## config.mk

```make
export PLATFORM = sky130hd
export DESIGN_NAME = uart_rx
export DESIGN_NICKNAME = d
export VERILOG_FILES = /design/src/rtl/uart_pkg.sv /design/src/rtl/uart_sync2.sv /design/src/rtl/uart_rx.sv
export SDC_FILE = /design/constraint.sdc
export NUM_CORES = 1
export LEC_CHECK = 0
export ABC_AREA = 0
export ABC_CLOCK_PERIOD_IN_PS = 1970
export CAP_MARGIN = 10
export CORE_UTILIZATION = 51
export DETAILED_ROUTE_END_ITERATION = 8
export PLACE_DENSITY = 0.74
export SLEW_MARGIN = 40
export SYNTH_ARGS = -nofsm -noshare
export SYNTH_HDL_FRONTEND = slang
export SYNTH_SLANG_ARGS = --single-unit
export TNS_END_PERCENT = 50
```

## constraint.sdc

```tcl
create_clock -name clock -period 1.97 [get_ports clock]
set_input_delay 0.394 -clock clock [delete_from_list [all_inputs] [get_ports clock]]
set_output_delay 0.394 -clock clock [all_outputs]
set_load 0.005 [all_outputs]
```

## src/rtl/uart_pkg.sv

```systemverilog
// Shared definitions for the UART receiver: state encoding, default prescaler, data width.
// Defining UART_RX_PARITY_EN adds the PARITY state to the encoding.
package uart_pkg;
    localparam int DEFAULT_P = 10416;
    localparam int DATA_W    = 8;

    typedef enum logic [2:0] {
        S_IDLE,
        S_START,
        S_DATA,
`ifdef UART_RX_PARITY_EN
        S_PARITY,
`endif
        S_STOP,
        S_WAIT_IDLE
    } state_t;

    function automatic logic even_parity(input logic [DATA_W-1:0] d);
        return ^d;
    endfunction
endpackage

```

## src/rtl/uart_sync2.sv

```systemverilog
// Two-flop synchronizer for the asynchronous serial line; both flops reset to the idle level.
module uart_sync2 (
    input  logic clock,
    input  logic reset,
    input  logic d,
    output logic q
);
    logic sync_p0;
    logic sync_p1;

    always_ff @(posedge clock) begin
        if (reset) begin
            sync_p0 <= 1'b1;
            sync_p1 <= 1'b1;
        end else begin
            sync_p0 <= d;
            sync_p1 <= sync_p0;
        end
    end

    assign q = sync_p1;
endmodule

```

## src/rtl/uart_rx.sv

```systemverilog
// UART receiver, 8 data bits LSB first, mid-bit sampling with a P-cycle bit timer.
// Optional even-parity check enabled by defining UART_RX_PARITY_EN.
module uart_rx
    import uart_pkg::*;
#(
    parameter int P = DEFAULT_P
) (
    input  logic              clock,
    input  logic              reset,
    input  logic              in,
    output logic [DATA_W-1:0] out,
    output logic              valid,
    output logic              busy,
    output logic              frame_err,
    output logic              parity_err
);
    localparam int               CNT_W     = $clog2(P);
    localparam logic [CNT_W-1:0] HALF_LAST = CNT_W'(P / 2 - 1);
    localparam logic [CNT_W-1:0] FULL_LAST = CNT_W'(P - 1);

    state_t            state;
    state_t            next_state;
    logic              rx;
    logic [CNT_W-1:0]  cnt;
    logic [2:0]        bit_idx;
    logic [DATA_W-1:0] shreg;
    logic              tick;
    logic              shift_en;
    logic              load_out;
    logic              ferr_set;
`ifdef UART_RX_PARITY_EN
    logic              par_en;
    logic              par_bad;
    logic              perr_set;
`endif

    uart_sync2 u_sync (
        .clock (clock),
        .reset (reset),
        .d     (in),
        .q     (rx)
    );

    always_comb begin
        next_state = state;
        tick       = 1'b0;
        shift_en   = 1'b0;
        load_out   = 1'b0;
        ferr_set   = 1'b0;
`ifdef UART_RX_PARITY_EN
        par_en     = 1'b0;
        perr_set   = 1'b0;
`endif
        case (state)
            S_IDLE: begin
                if (!rx) next_state = S_START;
            end
            // A start bit that is no longer low at mid-bit is treated as a glitch.
            S_START: begin
                if (cnt == HALF_LAST) begin
                    tick       = 1'b1;
                    next_state = rx ? S_IDLE : S_DATA;
                end
            end
            S_DATA: begin
                if (cnt == FULL_LAST) begin
                    tick     = 1'b1;
                    shift_en = 1'b1;
                    if (bit_idx == 3'd7) begin
`ifdef UART_RX_PARITY_EN
                        next_state = S_PARITY;
`else
                        next_state = S_STOP;
`endif
                    end
                end
            end
`ifdef UART_RX_PARITY_EN
            S_PARITY: begin
                if (cnt == FULL_LAST) begin
                    tick       = 1'b1;
                    par_en     = 1'b1;
                    next_state = S_STOP;
                end
            end
`endif
            S_STOP: begin
                if (cnt == FULL_LAST) begin
                    tick = 1'b1;
                    if (rx) begin
                        next_state = S_IDLE;
`ifdef UART_RX_PARITY_EN
                        perr_set   = par_bad;
                        load_out   = !par_bad;
`else
                        load_out   = 1'b1;
`endif
                    end else begin
                        next_state = S_WAIT_IDLE;
                        ferr_set   = 1'b1;
`ifdef UART_RX_PARITY_EN
                        perr_set   = par_bad;
`endif
                    end
                end
            end
            // A held-low line (break) stays here, so it reports only one frame error.
            S_WAIT_IDLE: begin
                if (rx) next_state = S_IDLE;
            end
            default: next_state = S_IDLE;
        endcase
    end

    always_ff @(posedge clock) begin
        if (reset) begin
            state      <= S_IDLE;
            cnt        <= '0;
            bit_idx    <= '0;
            out        <= '0;
            valid      <= 1'b0;
            frame_err  <= 1'b0;
`ifdef UART_RX_PARITY_EN
            parity_err <= 1'b0;
`endif
        end else begin
            state      <= next_state;
            valid      <= load_out;
            frame_err  <= ferr_set;
`ifdef UART_RX_PARITY_EN
            parity_err <= perr_set;
`endif
            if (state == S_IDLE || state == S_WAIT_IDLE || tick) cnt <= '0;
            else                                                 cnt <= cnt + CNT_W'(1);
            if (state == S_IDLE)  bit_idx <= '0;
            else if (shift_en)    bit_idx <= bit_idx + 3'd1;
            if (load_out) out <= shreg;
        end
    end

    // Data-only registers: contents are meaningless until the frame that fills them.
    always_ff @(posedge clock) begin
        if (shift_en) shreg <= {rx, shreg[DATA_W-1:1]};
`ifdef UART_RX_PARITY_EN
        if (par_en) par_bad <= rx ^ even_parity(shreg);
`endif
    end

`ifndef UART_RX_PARITY_EN
    assign parity_err = 1'b0;
`endif

    assign busy = (state != S_IDLE);
endmodule

```

# --- Word-level counts from Yosys, hierarchy flattened ---
# Index checks and enable logic that the tools add are counted.
word_totals:
  reg_bits: 40
  in_bits: 3
  output_inout_bits: 12
classes:
  n_addsub: 2
  n_eq_ne: 13
  muxes: 17
  bitwise: 2
  n_reduce_logical: 9
op_table:
  columns: ["cell", "count"]
  rows:
  - ["$mux 3", 7]
  - ["$pmux 3 s5", 1]
  - ["$add 14x1->14 const B", 1]
  - ["$eq 14x13->1 const B", 1]
  - ["$eq 14x14->1 const B", 1]
  - ["$ne 2x2->1 const B", 5]
  - ["$mux 1", 7]
  - ["$eq 3x2->1 const B", 2]
  - ["$eq 3x3->1 const B", 2]
  - ["$reduce_and 6->1", 1]
  - ["$reduce_or 2->1", 3]
  - ["$add 3x1->3 const B", 1]
  - ["$eq 3x1->1 const B", 1]
  - ["$logic_not 3->1", 1]
  - ["$reduce_bool 3->1", 1]
  - ["$reduce_or 3->1", 1]
  - ["$logic_or 1x1->1", 2]
  - ["$mux 2", 1]
  - ["$ne 2x1->1 const B", 1]
  - ["$not 1->1", 2]
  - ["$pmux 1 s2", 1]

# --- Longest topological paths before layout ---
logic_depth:
  word_depth: 5
  ltp_mapped: 7
  depth_no_buf: 6

# --- By module ---
# From an unflattened synthesis, not the netlist that was laid out.
unflattened:
  cells_unflattened: 177
  hier_area_um2: 1746.7
modules_own_cells:
  columns: ["module", "n_inst", "cells_per_inst", "area_per_inst_um2", "seq_area_each_um2"]
  rows:
  - ["uart_rx", 1, 173, 1694.1, 840.8]
  - ["uart_sync2", 1, 4, 52.6, 40.0]

# --- Least setup slack after synthesis ---
# Ideal clock, no wire load.
synth_timing:
  kind: "register -> register"
  from: "register cnt[0]"
  to: "register shreg[0], enable pin"
  arrival_ns: 1.494
  slack_ns: 0.106
  path_stages_with_launch: 7
  path_buffers: 2
  period_less_slack_ns: 1.864
  path_cell_list: "dfxtp_1 > ha_1 > and3_1 > buf_2 > nand4_2 > buf_2 > nor2_1"
synth_between:
  elab_chain_cells: 3
synth_lines:
  columns: ["element", "line_no", "rtl"]
  rows:
  - ["from (decl)", "uart_rx.sv:24", "logic [CNT_W-1:0] cnt;"]
  - ["from (signal assigned)", "uart_rx.sv:134", "else cnt <= cnt + CNT_W'(1);"]
  - ["$eq 14x14->1", "uart_rx.sv:66", "if (cnt == FULL_LAST) begin"]
  - ["$mux 1", "uart_rx.sv:66", null]
  - ["$mux 1", "uart_rx.sv:54", "case (state)"]
  - ["named net shift_en", "uart_rx.sv:28", "logic shift_en;"]
  - ["to (signal assigned)", "uart_rx.sv:143", "if (shift_en) shreg <= {rx, shreg[DATA_W-1:1]};"]
  - ["to (decl)", "uart_rx.sv:26", "logic [DATA_W-1:0] shreg;"]
# The timed path passes the listed nets, and every way through them passes these cells.
# A chain may end at the register's enable or synchronous reset.

# --- Worst setup path in the final report ---
layout_timing:
  from: "register cnt[0]"
  to: "register state[1]"
layout_between:
  elab_chain_cells: 3
  word_cells_on_any_way: 6
  classes_between: "eq/ne: 5; reduce/logical: 1"
layout_lines:
  columns: ["element", "line_no", "rtl"]
  rows:
  - ["$eq 14x14->1 or $eq 14x13->1 (tied branches)", "uart_rx.sv:66, uart_rx.sv:88, uart_rx.sv:60", null]
  - ["$ne 2x2->1 (no line)", null, null]
  - ["$reduce_and 6->1 (no line) (*)", null, null]
  - ["to (signal assigned)", "uart_rx.sv:127", "state <= next_state;"]
  - ["to (decl)", "uart_rx.sv:21", "state_t state;"]
# Every way passes the cells marked *; elsewhere a longest branch is shown, timed or not.

==> run_results.csv <==
group,metric,value,unit
run_status,status,"completed",
sta,setup_tns,0,ns
detailed_routing,drtIter0Drc,80,
clock_tree,clockRootBuffer,"clkbuf_4",
sta,skew,0.0175,ns
pwr,total_power,1.42,mW
global_routing,grt.overflow.total,0,
synthesis,synth-seq-cells,40,
placed_design,place_hpwl,2.51,mm
sta,maxSlewViolCount,0,
final_layout,stdcell_area,2040,um2
detailed_routing,vias_per_cell,5.59,
clock_tree,cts_buffers,5,
final_layout,drive_above_1_share,12.0,%
global_routing,grtUsageTotal,21.0,%
synthesis,yosysMostFrequentCell,"dfxtp_1",
worst_setup_path,criticalPathCategory,"flip-flop to flip-flop",
placed_design,dp_slack,0.162,ns
synthesis,synth-async-reset-ratio,0,%
synthesis,synth_area_per_cell,9.62,um2
worst_hold_path,worstHoldEndpoint,"u_sync.q$_SDFF_PP1_",
clock_tree,hold_buffers,0,
synthesis,ys_top_cells_by_area,"dfxtp_1 36%, edfxtp_1 13%, xnor2_1 4.9%",
placed_design,gp_congestion,0.850,
detailed_routing,first_pass_iters,4,
final_layout,postLayoutCoreUtil,61.1,%
worst_setup_path,r2r_setup_slack,0.13,ns
die,placement_rows,21,
clock_tree,clockBufferDepth,2,
synthesis,syn_area,1780,um2
global_routing,grt_pass1_wl,5.70,mm
pwr,power.leakage,0.690,nW
detailed_routing,num_vias,1375,
synthesis,seq_area_frac_synth,49.5,%
worst_setup_path,timing.rr.end,"state[1]$_SDFFE_PP0P_",
worst_setup_path,r2r-start,"cnt[0]$_SDFF_PP0_",
sta,slew_headroom,63.2,%
sta,finalSetupViolCount,0,
sta,finalHoldViolations,0,
sta,tightest_slew,0.551,ns
detailed_routing,drc_errors,0,
die,ios,15,
final_layout,fill_cells,306,
pwr,clockPowerShare,38.9,%
die,core_area,3340,um2
pwr,p_switching,0.300,mW
detailed_routing,ant_nets,0,
detailed_routing,wirelength,3.40,mm
clock_tree,clock_latency,0.36,ns
pwr,swShare,21.2,%
clock_tree,cts_tree,"built",
sta,rsz0062_at_grt,"no",
synthesis,synth_top_area_share,36.0,%
final_layout,fin_nets,205,
die,fp.dieArea,3730,um2
synthesis,ys_warn_count,0,
global_routing,grt_pass1_vias,1299,
placed_design,portBuffers,13,
job,maxCapViolations,0,
worst_hold_path,hold_depth,1,
final_layout,antenna_cells,0,
worst_hold_path,worstHoldStart,"u_sync.sync_p0$_SDFF_PP1_",
worst_setup_path,cp.required,2.23,ns
die,fp.dieH,61.1,um
sta,min_period,1.84,ns
synthesis,syn_nets,191,
clock_tree,clkTransAtPathRegs,0.13,ns
synthesis,synth_edf_count,8,
worst_setup_path,worstPathArrival,2.10,ns
sta,setup_slack,0.131,ns
detailed_routing,wl_per_cell,13.8,um
die,initial_core_util,53.4,%
global_routing,antenna_found_initial,0,
final_layout,syn2layout_area_growth,14.5,%
pwr,peakVddDrop,514,uV
synthesis,synth.largest_area_cell,"dfxtp_1",
clock_tree,cts_max_level,2,
placed_design,post_dp_cell_area,1940,um2
die,fp.dieW,61.1,um
sta,min_period_over_period,93.3,%
clock_tree,cts_num_sinks,40,
pwr,power.density,695,nW/um2
worst_hold_path,min-delay-path-class,"flip-flop to flip-flop",
worst_setup_path,ff2ff_path_depth,5,
worst_setup_path,worstSetupStartpointType,"flip-flop",
sta,max_freq,544,MHz
pwr,combPwrFrac,2.2,%
worst_setup_path,critPathMaxFanout,12,
worst_setup_path,crit_path_end_kind,"flip-flop",
synthesis,synth_cell_types,43,
pwr,p_int,1.12,mW
synthesis,synth_common_cells,"32 x dfxtp_1, 20 x nor2_1, 13 x a21oi_1",
global_routing,grt_max_degree,20,
synthesis,synthCells,185,
synthesis,synth_ff_type,"dfxtp_1",
pwr,pwr-share-seq,58.9,%
==> worst max-delay path, stage by stage (launching register included) <==
cell	delay [ns]
dfxtp_1	0.38
ha_1	0.22
and3_1	0.30
and4_1	0.48
a31oi_1	0.15
a31o_1	0.23
==> power by group through the flow <==
stage	combinational, mW	sequential [mW]	clock (mW)
after floorplan	0.0213	0.854	0
after global placement	0.0304	0.855	0
after detailed placement	0.0315	0.855	0
after CTS	0.0315	0.837	0.567
after global routing	0.0349	0.836	0.603
final	0.0312	0.835	0.552
==> through the flow <==
step | hold slack, ns | cells
floorplan | 0.389 | 185
global placement | 0.393 | 237
detailed placement | 0.404 | 237
CTS | 0.431 | 245
global route | 0.439 | 246
finish | 0.424 | 246
==> logic make-up (layout without fill, tap and decap cells) <==
family          after synthesis  after routing  synth area share [%]
buf+inv                      16             31                  4.71
compound gates               35             35                  11.2
mux                           1              1                 0.562
other cells                   1              1                 0.211
xor+xnor                     12             12                  5.90
simple gates                 77             77                  25.8
flops                        40             40                  49.5
fa+ha+maj                     3              3                  2.11
==> metal layers <==
layer  GRT usage (%)  routed length, um
met5               0                  0
met4            9.42                 57
met3            4.41                 95
met2            37.9               1810
met1            23.8               1440
==> how the worst max path moves through the flow <==
stage,from,endpoint,cells past startpoint
after global placement,cnt[0]$_SDFF_PP0_,state[1]$_SDFFE_PP0P_,5
after detailed placement,cnt[0]$_SDFF_PP0_,state[1]$_SDFFE_PP0P_,5
after CTS,state[2]$_SDFFE_PP0P_,busy,2
after floorplan,cnt[0]$_SDFF_PP0_,shreg[0]$_DFFE_PP_,6
final,cnt[0]$_SDFF_PP0_,state[1]$_SDFFE_PP0P_,5
after global routing,cnt[0]$_SDFF_PP0_,state[1]$_SDFFE_PP0P_,5
==> repair_timing <==
item                       CTS  global route
pin swaps                    0             0
setup endpoints to repair    1             1
setup buffers                0             1
resized for setup            1             3
==> cell type report <==
type	count	area (um2)	area share (%)
Clock buffer	5	37.5	1.84
Clock inverter	3	46.3	2.27
Inverter	3	11.3	0.552
Multi-Input combinational cell	129	816	40.0
Sequential cell	40	886	43.4
Tap cell	46	57.6	2.82
Timing Repair Buffer	20	185	9.08
==> sequential cells by signal, indices dropped and copies added, names as in the netlist <==
register,flops
cnt,14
out,8
shreg,8
bit_idx,3
state,3
frame_err,1
u_sync.q,1
u_sync.sync_p0,1
valid,1
==> cell usage in the layout (no fill, tap or decap), types with 2 or more instances in the layout <==
master | Yosys | routed
a21oi_1 | 13 | 13
a31oi_1 | 2 | 2
a41oi_1 | 2 | 2
and3_1 | 2 | 2
and4bb_1 | 2 | 2
buf_4 | 3 | 7
clkbuf_4 | 0 | 5
clkdlybuf4s50_1 | 0 | 12
dfxtp_1 | 32 | 30
edfxtp_1 | 8 | 8
ha_1 | 3 | 3
inv_1 | 3 | 3
nand2_1 | 5 | 5
nand2b_1 | 4 | 4
nand3_1 | 6 | 6
nand3b_1 | 2 | 2
nand4_1 | 12 | 12
nand4b_1 | 2 | 2
nor2_1 | 20 | 20
nor2b_1 | 2 | 2
nor3_1 | 6 | 6
nor4_1 | 2 | 2
o21ai_0 | 10 | 10
o21ai_1 | 3 | 3
or2_2 | 3 | 3
or3_1 | 2 | 2
xnor2_1 | 10 | 10
xor2_1 | 2 | 2
Power figures use the tool's default switching activity.
